**src/rtl/fp16_mult_arbiter_pkg.sv**
```systemverilog
// Shared constants and types for the fp16 multiplier arbiter.
package fp16_arb_pkg;
  localparam int FP16_W   = 16;
  localparam int NREQ_DEF = 4;
  localparam int LAT_DEF  = 3;
  localparam int NREQ_MAX = 8;
  localparam int CNT_W    = 16;
  // Index field is sized for the largest legal NREQ so one tag type serves every build.
  localparam int IDX_W    = $clog2(NREQ_MAX);

  typedef struct packed {
    logic             vld;
    logic [IDX_W-1:0] idx;
  } tag_t;
endpackage

```
**src/rtl/fp16_mult_arbiter_if.sv**
```systemverilog
// Requester-side bundle: operand requests in, one-hot grant and tagged results out.
interface fp16_mult_arbiter_if
  import fp16_arb_pkg::*;
#(
  parameter int NREQ = NREQ_DEF
) ();
  logic [NREQ-1:0]             req_valid;
  logic [NREQ-1:0][FP16_W-1:0] req_a;
  logic [NREQ-1:0][FP16_W-1:0] req_b;
  logic [NREQ-1:0]             req_ready;
  logic [NREQ-1:0]             res_valid;
  logic [FP16_W-1:0]           res_data;
  logic                        busy;

  modport master (output req_valid, req_a, req_b,
                  input  req_ready, res_valid, res_data, busy);
  modport slave  (input  req_valid, req_a, req_b,
                  output req_ready, res_valid, res_data, busy);
endinterface

```
**src/rtl/fp16_mult_arbiter_rr_arbiter.sv**
```systemverilog
// Round-robin arbiter: grants the first request at or above the pointer, wrapping to 0.
module rr_arbiter
  import fp16_arb_pkg::*;
#(
  parameter int NREQ = NREQ_DEF
) (
  input  logic             clk,
  input  logic             rst,
  input  logic [NREQ-1:0]  req,
  output logic [NREQ-1:0]  gnt,
  output logic [IDX_W-1:0] gnt_idx
);
  localparam int PW = $clog2(NREQ);

  logic [PW-1:0]    ptr_q, ptr_d;
  logic             hi_f;
  logic [IDX_W-1:0] hi_i, lo_i;

  always_comb begin
    hi_f    = 1'b0;
    hi_i    = '0;
    lo_i    = '0;
    gnt     = '0;
    gnt_idx = '0;
    ptr_d   = ptr_q;
    // Descending scan leaves the lowest set index overall and the lowest at/above ptr.
    for (int i = NREQ-1; i >= 0; i--) begin
      if (req[i]) begin
        lo_i = IDX_W'(i);
        if (i >= int'(ptr_q)) begin
          hi_f = 1'b1;
          hi_i = IDX_W'(i);
        end
      end
    end
    if (|req) begin
      gnt_idx = hi_f ? hi_i : lo_i;
      gnt     = NREQ'(1) << gnt_idx;
      ptr_d   = (gnt_idx == IDX_W'(NREQ-1)) ? '0 : PW'(gnt_idx + 1'b1);
    end
  end

  always_ff @(posedge clk or posedge rst) begin
    if (rst) ptr_q <= '0;
    else     ptr_q <= ptr_d;
  end
endmodule

```
**src/rtl/fp16_mult_arbiter.sv**
```systemverilog
// Shares one pipelined fp16 multiplier among NREQ requesters and routes products back by tag.
// Optional grant statistics counters are built when FP16_ARB_STATS_EN is defined.
module fp16_mult_arbiter
  import fp16_arb_pkg::*;
#(
  parameter int NREQ = NREQ_DEF,
  parameter int LAT  = LAT_DEF
) (
  input  logic              clk,
  input  logic              rst,
  fp16_mult_arbiter_if.slave rq,
  output logic [FP16_W-1:0] mult_a,
  output logic [FP16_W-1:0] mult_b,
  input  logic [FP16_W-1:0] mult_x,
  input  logic [2:0]        stat_sel,
  output logic [CNT_W-1:0]  stat_cnt
);
  logic [NREQ-1:0]   gnt;
  logic [IDX_W-1:0]  gnt_idx;
  logic [FP16_W-1:0] mult_a_q, mult_a_d, mult_b_q, mult_b_d;
  tag_t [LAT:0]      tag_q, tag_d;

  rr_arbiter #(.NREQ(NREQ)) u_arb (
    .clk     (clk),
    .rst     (rst),
    .req     (rq.req_valid),
    .gnt     (gnt),
    .gnt_idx (gnt_idx)
  );

  assign rq.req_ready = gnt;
  assign mult_a       = mult_a_q;
  assign mult_b       = mult_b_q;
  assign rq.res_data  = mult_x;

  always_comb begin
    mult_a_d = mult_a_q;
    mult_b_d = mult_b_q;
    for (int i = 0; i < NREQ; i++) begin
      if (gnt[i]) begin
        mult_a_d = rq.req_a[i];
        mult_b_d = rq.req_b[i];
      end
    end
  end

  // Tag stage k is live k+1 cycles after the transfer; stage LAT lines up with mult_x.
  always_comb begin
    tag_d[0].vld = |gnt;
    tag_d[0].idx = gnt_idx;
    for (int k = 1; k <= LAT; k++) tag_d[k] = tag_q[k-1];
  end

  always_comb begin
    rq.res_valid = '0;
    rq.busy      = 1'b0;
    for (int i = 0; i < NREQ; i++)
      rq.res_valid[i] = tag_q[LAT].vld && (tag_q[LAT].idx == IDX_W'(i));
    for (int k = 0; k <= LAT; k++) rq.busy = rq.busy | tag_q[k].vld;
  end

  always_ff @(posedge clk or posedge rst) begin
    if (rst) begin
      mult_a_q <= '0;
      mult_b_q <= '0;
      tag_q    <= '0;
    end else begin
      mult_a_q <= mult_a_d;
      mult_b_q <= mult_b_d;
      tag_q    <= tag_d;
    end
  end

`ifdef FP16_ARB_STATS_EN
  logic [NREQ-1:0][CNT_W-1:0] cnt_q, cnt_d;

  always_comb begin
    cnt_d = cnt_q;
    for (int i = 0; i < NREQ; i++)
      if (gnt[i] && cnt_q[i] != '1) cnt_d[i] = cnt_q[i] + 1'b1;
  end

  always_comb begin
    stat_cnt = '0;
    for (int i = 0; i < NREQ; i++)
      if (stat_sel == 3'(i)) stat_cnt = cnt_q[i];
  end

  always_ff @(posedge clk or posedge rst) begin
    if (rst) cnt_q <= '0;
    else     cnt_q <= cnt_d;
  end
`else
  logic unused_stat_sel;
  assign unused_stat_sel = ^stat_sel;
  assign stat_cnt        = '0;
`endif
endmodule

```
**src/flat_wrapper.sv**
```systemverilog
// flat-port wrapper written by rule: the top's interface ports become plain ports
module fp16_mult_arbiter_flat import fp16_arb_pkg::*;
#(
  parameter int NREQ = NREQ_DEF,
  parameter int LAT  = LAT_DEF
)
  (clk, rst, mult_a, mult_b, mult_x, stat_sel, stat_cnt, rq_req_valid, rq_req_a, rq_req_b, rq_req_ready, rq_res_valid, rq_res_data, rq_busy);
  fp16_mult_arbiter_if #(.NREQ(NREQ)) rq_i ();
  input  logic clk;
  input  logic rst;
  output logic [FP16_W-1:0] mult_a;
  output logic [FP16_W-1:0] mult_b;
  input  logic [FP16_W-1:0] mult_x;
  input  logic [2:0] stat_sel;
  output logic [CNT_W-1:0] stat_cnt;
  input wire logic [$bits(rq_i.req_valid)-1:0] rq_req_valid;
  input wire logic [$bits(rq_i.req_a)-1:0] rq_req_a;
  input wire logic [$bits(rq_i.req_b)-1:0] rq_req_b;
  output wire logic [$bits(rq_i.req_ready)-1:0] rq_req_ready;
  output wire logic [$bits(rq_i.res_valid)-1:0] rq_res_valid;
  output wire logic [$bits(rq_i.res_data)-1:0] rq_res_data;
  output wire logic [$bits(rq_i.busy)-1:0] rq_busy;
  assign rq_i.req_valid = rq_req_valid;
  assign rq_i.req_a = rq_req_a;
  assign rq_i.req_b = rq_req_b;
  assign rq_req_ready = rq_i.req_ready;
  assign rq_res_valid = rq_i.res_valid;
  assign rq_res_data = rq_i.res_data;
  assign rq_busy = rq_i.busy;
  fp16_mult_arbiter #(.NREQ(NREQ), .LAT(LAT)) u_core (.clk(clk), .rst(rst), .rq(rq_i), .mult_a(mult_a), .mult_b(mult_b), .mult_x(mult_x), .stat_sel(stat_sel), .stat_cnt(stat_cnt));
endmodule
```
**config.mk**
```make
export PLATFORM = sky130hd
export DESIGN_NAME = fp16_mult_arbiter_flat
export DESIGN_NICKNAME = d
export VERILOG_FILES = /design/src/rtl/fp16_mult_arbiter_pkg.sv /design/src/rtl/fp16_mult_arbiter_if.sv /design/src/rtl/fp16_mult_arbiter_rr_arbiter.sv /design/src/rtl/fp16_mult_arbiter.sv /design/src/flat_wrapper.sv
export SDC_FILE = /design/constraint.sdc
export NUM_CORES = 1
export LEC_CHECK = 0
export BUFFER_PORTS_ARGS = -buffer_cell sky130_fd_sc_hd__clkbuf_2
export CAP_MARGIN = 20
export CORE_AREA = 2 2 86 88
export DETAILED_ROUTE_END_ITERATION = 10
export DIE_AREA = 0 0 88 90
export PLACE_DENSITY = 0.77
export SLEW_MARGIN = 20
export SYNTH_ARGS = -nofsm -noshare
export SYNTH_HDL_FRONTEND = slang
export SYNTH_SLANG_ARGS = --single-unit
```
**constraint.sdc**
```tcl
create_clock -name clk -period 3.4 [get_ports clk]
set_input_delay 0.51 -clock clk [delete_from_list [all_inputs] [get_ports clk]]
set_output_delay 0.51 -clock clk [all_outputs]
set_load 0.005 [all_outputs]
```
==> metrics.cfg, run 1 <==
[critical_path]
r2r_slack_ns = 0.38
rr_endpoint = u_core.mult_b[7]
setup.worst_path.end_class = flop
cp.arrival_ns = 3.24
cp_max_fo = 18
criticalPathCategory = reg2reg
crit_required_ns = 3.62
r2r-start = u_core.u_arb.ptr_q[1]
startpoint_type = flop
reg2reg_depth = 11

[final_layout]
fillCellCount = 658
multi_input_area_um2 = 1190
register_area_um2 = 1150
utilization = 0.508
stdcell_count = 528
antenna_cells = 0
area_growth_pct = 33.4
design_area_um2 = 3570
nets = 585
drive_gt1_frac = 0.464

[detailed_routing]
post-route-drc-count = 0
wl_met1_mm = 3.25
wl_met2_mm = 4.16
wl_per_cell_um = 15.2
top_layer = met4
firstDrtPassIters = 4
antenna_left = 0
drt_wl_total_mm = 8.04
drt_first_iter_violations = 118
routed_via_density = 5.23
vias = 2759
wl_met3_um = 524

[timing]
final_hold_viol_count = 0
setup_viol = 0
worstMarginPinSlew_ns = 0.953
finalCriticalPeriod_ns = 3.02
tns_ns = 0
rsz0062_at_grt = false
maxSlewViolCount = 0
slew_headroom = 0.364
final.setup_skew_ns = 0.00473
min_period_over_period = 0.888
fmax_mhz = 331

[grt]
grt.total_usage = 0.198
grt_pass1_wl_mm = 12.4
antenna_found_initial = 0
grt_start_max_net_pins = 47
first_global_vias = 2642
grt_overflow = 0

[min_path]
hp-class = reg2reg
min_to = u_core.tag_q[12]
holdPathStages = 0
hp-start = u_core.tag_d[12]

[synthesis]
postSynthAreaPerCell_um2 = 9.66
yosysWarnings = 0
synthFlopType = dfrtp_1
syn_area_um2 = 2680
synth_cell_types = 33
synthCells = 277
synth-async-reset-ratio = 1.00
synth_edf_count = 0
synth-seq-cells = 46
yosysSeqAreaShare = 0.430

[placed_design]
dp_cells = 520
place_area_um2 = 3460
portBuffers = 174
hpwl_mm = 5.94
gp_congestion = 0.783

[clock_tree]
cts_made_buffers = 5
clk-insertion-delay-late_ns = 0.29
cts_tree = done
cts_root_buf = clkbuf_8
cts.sinks = 46
postCtsSetupBuffers = 0
cts_max_path_buffers = 2
clk_transition_reported_paths_ns = 0.09
cts.repair.resized = 0
cts-htree-levels = 2
postCtsHoldBufs = 0

[power_and_ir_drop]
power.ir.vdd_worst_uv = 388
cellLeakagePower_nw = 1.83
p_switching_mw = 1.13
internal_power_mw = 1.78
combPwrFrac = 0.527
pwr-share-clk = 0.138
sequentialPowerShare = 0.335
p_sw_frac = 0.389
powerDensity_nw_per_um2 = 816

[die]
die_w_um = 88
die_h_um = 90
rows = 31
core_um2 = 7020
num_io_pins = 226
dieArea_um2 = 7920
start_util = 0.381

[flow_run]
maxCapViolations = 0

[outcome]
status = completed

## power by group through the flow
stage | clock (mW) | combinational, mW | sequential, mW
3_5_place_dp | 0 | 1.55 | 0.978
6_report | 0.401 | 1.54 | 0.975
3_3_place_gp | 0 | 1.51 | 0.973
5_1_grt | 0.442 | 1.70 | 1.00
2_1_floorplan | 0 | 1.01 | 0.962
4_1_cts | 0.421 | 1.55 | 0.973
## stage by stage
step	power (mW)	hold slack, ns	worst slack, ns
final	2.91	0.353	0.380
after global routing	3.15	0.369	0.175
after CTS	2.95	0.357	0.416
after detailed placement	2.52	0.336	0.335
after global placement	2.48	0.334	0.433
after floorplan	1.97	0.331	0.603
## worst max path at each step
stage | start | endpoint | slack [ns]
floorplan | u_core.u_arb.ptr_q[1] | u_core.mult_a[0] | 0.60
CTS | u_core.u_arb.ptr_q[1] | u_core.mult_b[7] | 0.42
global placement | rq_req_valid[0] | u_core.mult_b[7] | 0.43
detailed placement | rq_req_valid[0] | u_core.mult_b[7] | 0.33
global route | u_core.u_arb.ptr_q[1] | u_core.mult_b[7] | 0.17
finish | u_core.u_arb.ptr_q[1] | u_core.mult_b[7] | 0.38
## cells in the mapped netlist (5+ instances only)
cell type  number  area share
a21oi_1         5      0.0093
a221o_1        31        0.12
buf_2           5      0.0093
buf_4          32       0.090
clkbuf_1       16       0.022
dfrtp_1        46        0.43
inv_1           8       0.011
nor3_1         63        0.12
o22ai_1        31       0.072
## critical path, cell delays in order (launching register included)
cell	delay, ns
dfrtp_1	0.50
mux2i_1	0.22
nor2_1	0.07
a311oi_1	0.52
inv_1	0.15
ha_1	0.30
or2_1	0.27
buf_4	0.22
o31ai_4	0.20
buf_4	0.27
a22oi_1	0.12
o21ai_1	0.10
## kinds of logic after synthesis
logic type | synth area share
AO/OA/AOI/OAI | 0.226
adder cells (fa/ha/maj) | 0.0187
buffers and inverters | 0.150
flip-flops | 0.430
multiplexers | 0.00374
other | 0.00140
AND/OR/NAND/NOR | 0.170
## state kept, by name, indices dropped and copies added, names as in the netlist
name and flops:
u_core.u_arb.ptr_q 2, u_core.mult_b 16, u_core.tag_d 9, u_core.tag_q 3
u_core.mult_a 16
## metal layers
| layer | GRT usage | up-vias |
|---|---|---|
| met5 | 0 | - |
| li1 | - | 1314 |
| met4 | 0.0564 | 0 |
| met3 | 0.0432 | 12 |
| met1 | 0.232 | 1294 |
| met2 | 0.356 | 139 |
## final cells by class
type / instances / share of cell area
multi-input cells: 181 / 0.333
flip-flops and latches: 46 / 0.322
repair buffers: 186 / 0.269
well taps: 99 / 0.0347
clock buffers: 5 / 0.0193
clock inverters: 3 / 0.0126
inverters: 8 / 0.00841
## placed cells by master, fill, tap and decap left out
| master | netlist | layout |
|---|---|---|
| a21oi_1 | 5 | 5 |
| a221o_1 | 31 | 31 |
| a22oi_1 | 1 | 1 |
| a311oi_1 | 3 | 3 |
| and2_1 | 2 | 2 |
| and2_4 | 1 | 1 |
| and3_1 | 1 | 1 |
| and3b_1 | 1 | 1 |
| buf_4 | 32 | 12 |
| bufinv_16 | 0 | 1 |
| clkbuf_2 | 0 | 174 |
| clkbuf_8 | 0 | 5 |
| clkinvlp_4 | 0 | 2 |
| conb_1 | 1 | 16 |
| dfrtp_1 | 46 | 46 |
| ha_1 | 4 | 4 |
| inv_1 | 8 | 7 |
| inv_2 | 0 | 1 |
| mux2i_1 | 1 | 1 |
| nand2_1 | 4 | 4 |
| nand2b_1 | 1 | 1 |
| nor2_1 | 4 | 4 |
| nor3_1 | 63 | 63 |
| nor3b_1 | 1 | 1 |
| nor4_4 | 1 | 1 |
| o21ai_0 | 1 | 1 |
| o21ai_1 | 1 | 1 |
| o22ai_1 | 31 | 31 |
| o2bb2a_1 | 2 | 2 |
| o31ai_4 | 0 | 1 |
| or2_1 | 1 | 1 |
| or2b_1 | 1 | 1 |
| or3_1 | 1 | 1 |
| or4_1 | 1 | 1 |
| or4_4 | 1 | 1 |
Power figures use the tool's default switching activity.
==> run 2, diff against run 1 <==
--- a/config.mk
+++ b/config.mk
@@ -7,10 +7,11 @@
 export LEC_CHECK = 0
 export BUFFER_PORTS_ARGS = -buffer_cell sky130_fd_sc_hd__clkbuf_2
 export CAP_MARGIN = 20
-export CORE_AREA = 2 2 86 88
+export CORE_AREA = 2 2 88 90
+export CTS_BUF_LIST = sky130_fd_sc_hd__clkbuf_8
 export DETAILED_ROUTE_END_ITERATION = 10
-export DIE_AREA = 0 0 88 90
-export PLACE_DENSITY = 0.77
+export DIE_AREA = 0 0 90 92
+export PLACE_DENSITY = 0.74
 export SLEW_MARGIN = 20
 export SYNTH_ARGS = -nofsm -noshare
 export SYNTH_HDL_FRONTEND = slang
==> run 2 against run 1 <==
Effect of this change:
- final area increased by 1.1%
- sequential power about the same
- non-clock buffer count did not move
- power grew 3.3%
- die area is 4.5% higher
- clock power up 20%
- combinational power about the same
- core utilization shrank 2.4 points
- first-iteration DRC count down 8.5%
- flip-flop and latch count unchanged
- wire length decreased by 2.5%
- largest cell class unchanged
- highest routed layer unchanged
==> metrics.cfg, run 2 (synthesis results as in run 1) <==
[timing]
final.setup_skew_ns = 0.00935  ; +0.00462 ns
slew_headroom = 0.376  ; +0.0125
tns_ns = 0  ; unchanged
final_hold_viol_count = 0  ; unchanged
rsz0062_at_grt = false
finalCriticalPeriod_ns = 3.09  ; +0.0685 ns
maxSlewViolCount = 0  ; unchanged
min_period_over_period = 0.908  ; +0.0201
worstMarginPinSlew_ns = 0.934  ; -0.0187 ns
fmax_mhz = 324  ; -2.2%
hold_slack_ns = 0.357  ; +0.00365 ns
setup_viol = 0  ; unchanged

[critical_path]
cp.depth = 6  ; -5
cp_max_fo = 33  ; +15
setup.worst_path.end_class = primary output
cp_top_family = compound AO/OA/AOI/OAI gates
startpoint_type = flop
worst-path-buf-inv = 1  ; -2
cp-startpoint = u_core.u_arb.ptr_q[1]
crit_required_ns = 2.89  ; -0.73 ns
r2r-start = u_core.u_arb.ptr_q[1]
worstPathCellList = mux2i_1 -> nor2_1 -> a311oi_1 -> ha_1 -> and2_4 -> clkbuf_2
slowest_stage = a311oi_1
cp.arrival_ns = 2.58  ; -0.66 ns
cp_slowest_stage_delay_ns = 0.51  ; about the same
criticalPathCategory = reg2out
reg2reg_depth = 10  ; -1

[clock_tree]
cts_tree = done
cts_root_buf = clkbuf_8
cts.sinks = 46  ; unchanged
postCtsHoldBufs = 0  ; unchanged
clk-insertion-delay-late_ns = 0.29  ; about the same
cts-htree-levels = 2  ; unchanged
cts.repair.resized = 0  ; unchanged
cts_made_buffers = 5  ; unchanged
cts_max_path_buffers = 2  ; unchanged
clk_transition_reported_paths_ns = 0.09  ; about the same
postCtsSetupBuffers = 0  ; unchanged

[power_and_ir_drop]
cellLeakagePower_nw = 1.85  ; +1.2%
power.ir.vdd_worst_uv = 432  ; +11%
powerDensity_nw_per_um2 = 834  ; +2.2%
finalPower_mw = 3.01  ; +3.3%

[final_layout]
area_growth_pct = 34.9
mostFrequentLayoutCell = clkbuf_2
stdcell_count = 531  ; +0.57%
antenna_cells = 0  ; unchanged
layout_common_cells = 174 x clkbuf_2, 63 x nor3_1, 46 x dfrtp_1
drive_gt1_frac = 0.464  ; unchanged
nets = 585  ; unchanged

[detailed_routing]
routed_via_density = 5.20  ; -0.56%
post-route-drc-count = 0  ; unchanged
drt_first_iter_violations = 108  ; -8.5%
wl_per_cell_um = 14.7  ; -3.1%
firstDrtPassIters = 4  ; unchanged
antenna_left = 0  ; unchanged
vias = 2759  ; unchanged
drt_wl_total_mm = 7.83  ; -2.5%

[grt]
first_global_vias = 2766  ; +4.7%
antenna_found_initial = 0  ; unchanged
grt.total_usage = 0.188  ; -0.0105
grt_pass1_wl_mm = 12.5  ; +0.55%
grt_overflow = 0  ; unchanged
grt_start_max_net_pins = 47  ; unchanged

[placed_design]
portBuffers = 174  ; unchanged
dp_cells = 523  ; +0.58%
gp_congestion = 0.758  ; -3.2%
hpwl_mm = 5.89  ; -0.95%

[min_path]
holdPathStages = 0  ; unchanged
hp-start = u_core.tag_d[12]
hp-class = reg2reg

[die]
start_util = 0.359  ; -0.0218
rows = 32  ; +3.2%
die_w_um = 90  ; +2.3%
num_io_pins = 226  ; unchanged
core_um2 = 7450  ; +6.1%
dieArea_um2 = 8280  ; +4.5%
die_h_um = 92  ; +2.2%

[flow_run]
maxCapViolations = 0  ; unchanged

[outcome]
status = completed

-- run 2: final timing paths --
kind | slack, ns | endpoint
min | 0.36 | u_core.tag_q[12]
max | 0.31 | rq_req_ready[3]
min in group asynchronous | 0.41 | u_core.tag_d[5]
min reg2reg | 0.36 | u_core.tag_q[12]
max reg2reg | 0.43 | u_core.mult_b[10]
max in group asynchronous | 2.42 | u_core.mult_a[13]
-- run 2: report_power, final --
part	leakage (nW)	switching (mW)	internal [mW]
logic	1.24	0.792	0.757
registers	0.546	0.160	0.818
clock network	0.0683	0.187	0.294
total	1.85	1.14	1.87
-- run 2: area by class of cell --
cell class,count,area [um2]
Clock buffer,5,68.8
Clock inverter,3,68.8
Fill cell,718,3840
Inverter,8,30.0
Multi-Input combinational cell,181,1190
Sequential cell,46,1150
Tap cell,102,128
Timing Repair Buffer,186,973
-- run 2: through the flow --
step | setup slack (ns) | utilization | instance area (um2)
after floorplan | 0.603 | - | 2730
after global placement | 0.417 | 0.466 | 3470
after detailed placement | 0.354 | 0.466 | 3470
after CTS | 0.298 | 0.485 | 3610
after global routing | 0.106 | 0.485 | 3610
final | 0.311 | 0.485 | 3610
-- run 2: routing by layer --
layer,track usage,up-vias,share of wire
li1,-,1315,-
met1,0.209,1308,0.40
met2,0.361,129,0.52
met3,0.0378,7,0.062
met4,0.0538,0,0.010
met5,0,-,0
==> run 3, diff against run 2 <==
--- a/config.mk
+++ b/config.mk
@@ -5,13 +5,14 @@
 export SDC_FILE = /design/constraint.sdc
 export NUM_CORES = 1
 export LEC_CHECK = 0
+export ABC_AREA = 1
 export BUFFER_PORTS_ARGS = -buffer_cell sky130_fd_sc_hd__clkbuf_2
 export CAP_MARGIN = 20
-export CORE_AREA = 2 2 88 90
+export CORE_MARGIN = 1
+export CORE_UTILIZATION = 44
 export CTS_BUF_LIST = sky130_fd_sc_hd__clkbuf_8
 export DETAILED_ROUTE_END_ITERATION = 10
-export DIE_AREA = 0 0 90 92
-export PLACE_DENSITY = 0.74
+export PLACE_DENSITY = 0.77
 export SLEW_MARGIN = 20
 export SYNTH_ARGS = -nofsm -noshare
 export SYNTH_HDL_FRONTEND = slang
==> run 3 against run 2 <==
Effect of this change:
- the run now ends with DRC left
- combinational power up 64%
- maximum frequency up 2.8%
- clock-buffer cell count unchanged
- synthesized cell count up 150%
==> metrics.cfg, run 3 <==
[outcome]
status = complete, but fails checks
violations = DRC

[clock_tree]
clk_transition_reported_paths_ns = 0.10  ; about the same
cts.repair.resized = 0  ; unchanged
cts-htree-levels = 2  ; unchanged
cts_tree = done
clk-insertion-delay-late_ns = 0.30  ; about the same
postCtsSetupBuffers = 0  ; unchanged
cts.sinks = 46  ; unchanged
cts_made_buffers = 5  ; unchanged
postCtsHoldBufs = 0  ; unchanged
cts_max_path_buffers = 2  ; unchanged
cts_root_buf = clkbuf_8

[die]
dieArea_um2 = 9590  ; +16%
die_w_um = 97.9  ; +8.8%
core_um2 = 8810  ; +18%
num_io_pins = 226  ; unchanged
die_h_um = 97.9  ; +6.4%
rows = 34  ; +6.3%
start_util = 0.460  ; +0.100

[timing]
finalCriticalPeriod_ns = 3.01  ; -0.0829 ns
worstMarginPinSlew_ns = 0.812  ; -0.122 ns
fin_ws_ns = 0.394  ; +0.0829 ns
slew_headroom = 0.459  ; +0.0821
setup_viol = 0  ; unchanged
tns_ns = 0  ; unchanged
final.setup_skew_ns = 0.00799  ; -0.00135 ns
hold_slack_ns = 0.308  ; -0.0485 ns
min_period_over_period = 0.884  ; -0.0244
rsz0062_at_grt = false
fmax_mhz = 333  ; +2.8%
maxSlewViolCount = 0  ; unchanged
final_hold_viol_count = 0  ; unchanged

[synthesis]
synth_mux_area_frac = 0  ; -0.00374
synth-simple-area-share = 0.424  ; +0.254
synth-seq-cells = 46  ; unchanged
yosysWarnings = 0  ; unchanged
synth_area_leaders = dfrtp_1 28%, nand2_1 25%, inv_1 16%
synth_top_family_by_area = simple AND/OR/NAND/NOR gates
synth_cell_types = 22  ; -33%
yosysSeqAreaShare = 0.284  ; -0.146
synth-async-reset-ratio = 1.00  ; unchanged
syn_area_um2 = 4050  ; +51%
synthFlopType = dfrtp_1
synth_top_area_share = 0.284  ; -0.146
synth_compound_area_frac = 0.00680  ; -0.219
postSynthAreaPerCell_um2 = 5.94  ; -38%
synthCells = 681  ; +150%
synth_most_common_cell = nand2_1
yosys.area_share.adder = 0.0124  ; -0.00634
synth_edf_count = 0  ; unchanged
synth-xor-area-share = 0  ; unchanged
yosysTopAreaCell = dfrtp_1
ys_top_cells_by_count = 265 x nand2_1, 176 x inv_1, 77 x nand3_1

[flow_run]
maxCapViolations = 0  ; unchanged

[detailed_routing]
firstDrtPassIters = 8  ; +4
antenna_left = 0  ; unchanged
drt_wl_total_mm = 10.5  ; +34%
vias = 4106  ; +49%
wl_per_cell_um = 11.3  ; -23%
routed_via_density = 4.42  ; -15%
drt_first_iter_violations = 146  ; +35%
post-route-drc-count = 17  ; +17

[grt]
grt_pass1_wl_mm = 17.2  ; +37%
grt_overflow = 0  ; unchanged
first_global_vias = 3660  ; +32%
grt_start_max_net_pins = 73  ; +55%
antenna_found_initial = 0  ; unchanged
grt.total_usage = 0.222  ; +0.0340

[placed_design]
dp_cells = 921  ; +76%
portBuffers = 174  ; unchanged
hpwl_mm = 7.50  ; +27%
gp_congestion = 0.805  ; +6.2%
place_ws_ns = 0.348  ; -0.00616 ns
place_area_um2 = 4750  ; +37%

[final_layout]
mostFrequentLayoutCell = nand2_1
nets = 977  ; +67%
antenna_cells = 0  ; unchanged
utilization = 0.551  ; +0.0660
drive_gt1_frac = 0.272  ; -0.192
stdcell_count = 929  ; +75%
layout_common_cells = 265 x nand2_1, 175 x inv_1, 174 x clkbuf_2
design_area_um2 = 4850  ; +34%
area_growth_pct = 19.8

[power_and_ir_drop]
power.ir.vdd_worst_uv = 328  ; -24%
finalPower_mw = 3.89  ; +29%
powerDensity_nw_per_um2 = 802  ; -3.8%
cellLeakagePower_nw = 3.41  ; +84%

[critical_path]
cp_max_fo = 17  ; -48%
cp.arrival_ns = 2.50  ; -0.08 ns
startpoint_type = flop
setup.worst_path.end_class = primary output
criticalPathCategory = reg2out
crit_required_ns = 2.89  ; about the same

[min_path]
hp-class = in2async

==> run 3: cell count changes after synthesis, sizes merged, moves of 13 or more <==
cell,change
clkbuf,-13
buf,+21
nand2,+266
nand3,+97
o22ai,-31
inv,+170
nor3,-57
a221o,-31
==> run 3: area by class of cell <==
class                   count  area, um2
flip-flops and latches     46       1150
inverters                 178        669
multi-input cells         407       1860
clock inverters             3       25.0
repair buffers            182        943
fillers                   928       3960
clock buffers               5       68.8
well taps                 108        135
==> run 3: cell families after synthesis <==
kind of cell / count (synthesis)
and+or+nand+nor: 383
adders and majority gates: 4
AOI/OAI and AO/OA: 4
other: 1
buffers and inverters: 243
DFF: 46
==> run 3: final timing paths <==
check                                       from           endpoint  slack (ns)  cells after the start
setup / recovery           u_core.u_arb.ptr_q[1]    rq_req_ready[2]        0.39                      9
hold / removal                               rst  u_core.mult_a[14]        0.31                      2
setup reg to reg           u_core.u_arb.ptr_q[1]   u_core.mult_a[3]        0.58                     11
hold reg to reg                  u_core.tag_d[5]    u_core.tag_d[9]        0.36                      0
max in group asynchronous                    rst  u_core.mult_b[13]        2.59                      2
min in group clk                 u_core.tag_d[5]    u_core.tag_d[9]        0.36                      0
==> run 3: critical path, stage by stage, from the launching register on <==
cell      delay [ns]
dfrtp_1         0.41
nand2_1         0.08
nand2_1         0.06
nand2_1         0.07
o21ai_0         0.20
inv_1           0.13
ha_1            0.63
nand2_2         0.37
inv_1           0.12
clkbuf_2        0.11
==> run 3: routing by layer <==
| metal | wire, um | vias up | track usage |
|---|---|---|---|
| li1 | - | 2181 | - |
| met1 | 4640 | 1760 | 0.281 |
| met2 | 4810 | 146 | 0.380 |
| met3 | 779 | 19 | 0.0415 |
| met4 | 252 | 0 | 0.0699 |
| met5 | 0 | - | 0 |
==> run 3: report_power, final <==
group          leakage (nW)  internal, mW  switching (mW)  total, mW
clock                0.0447         0.149           0.206      0.354
combinational          2.83         0.944            1.60       2.54
sequential            0.541         0.847           0.149      0.997
total                  3.41          1.94            1.95       3.89
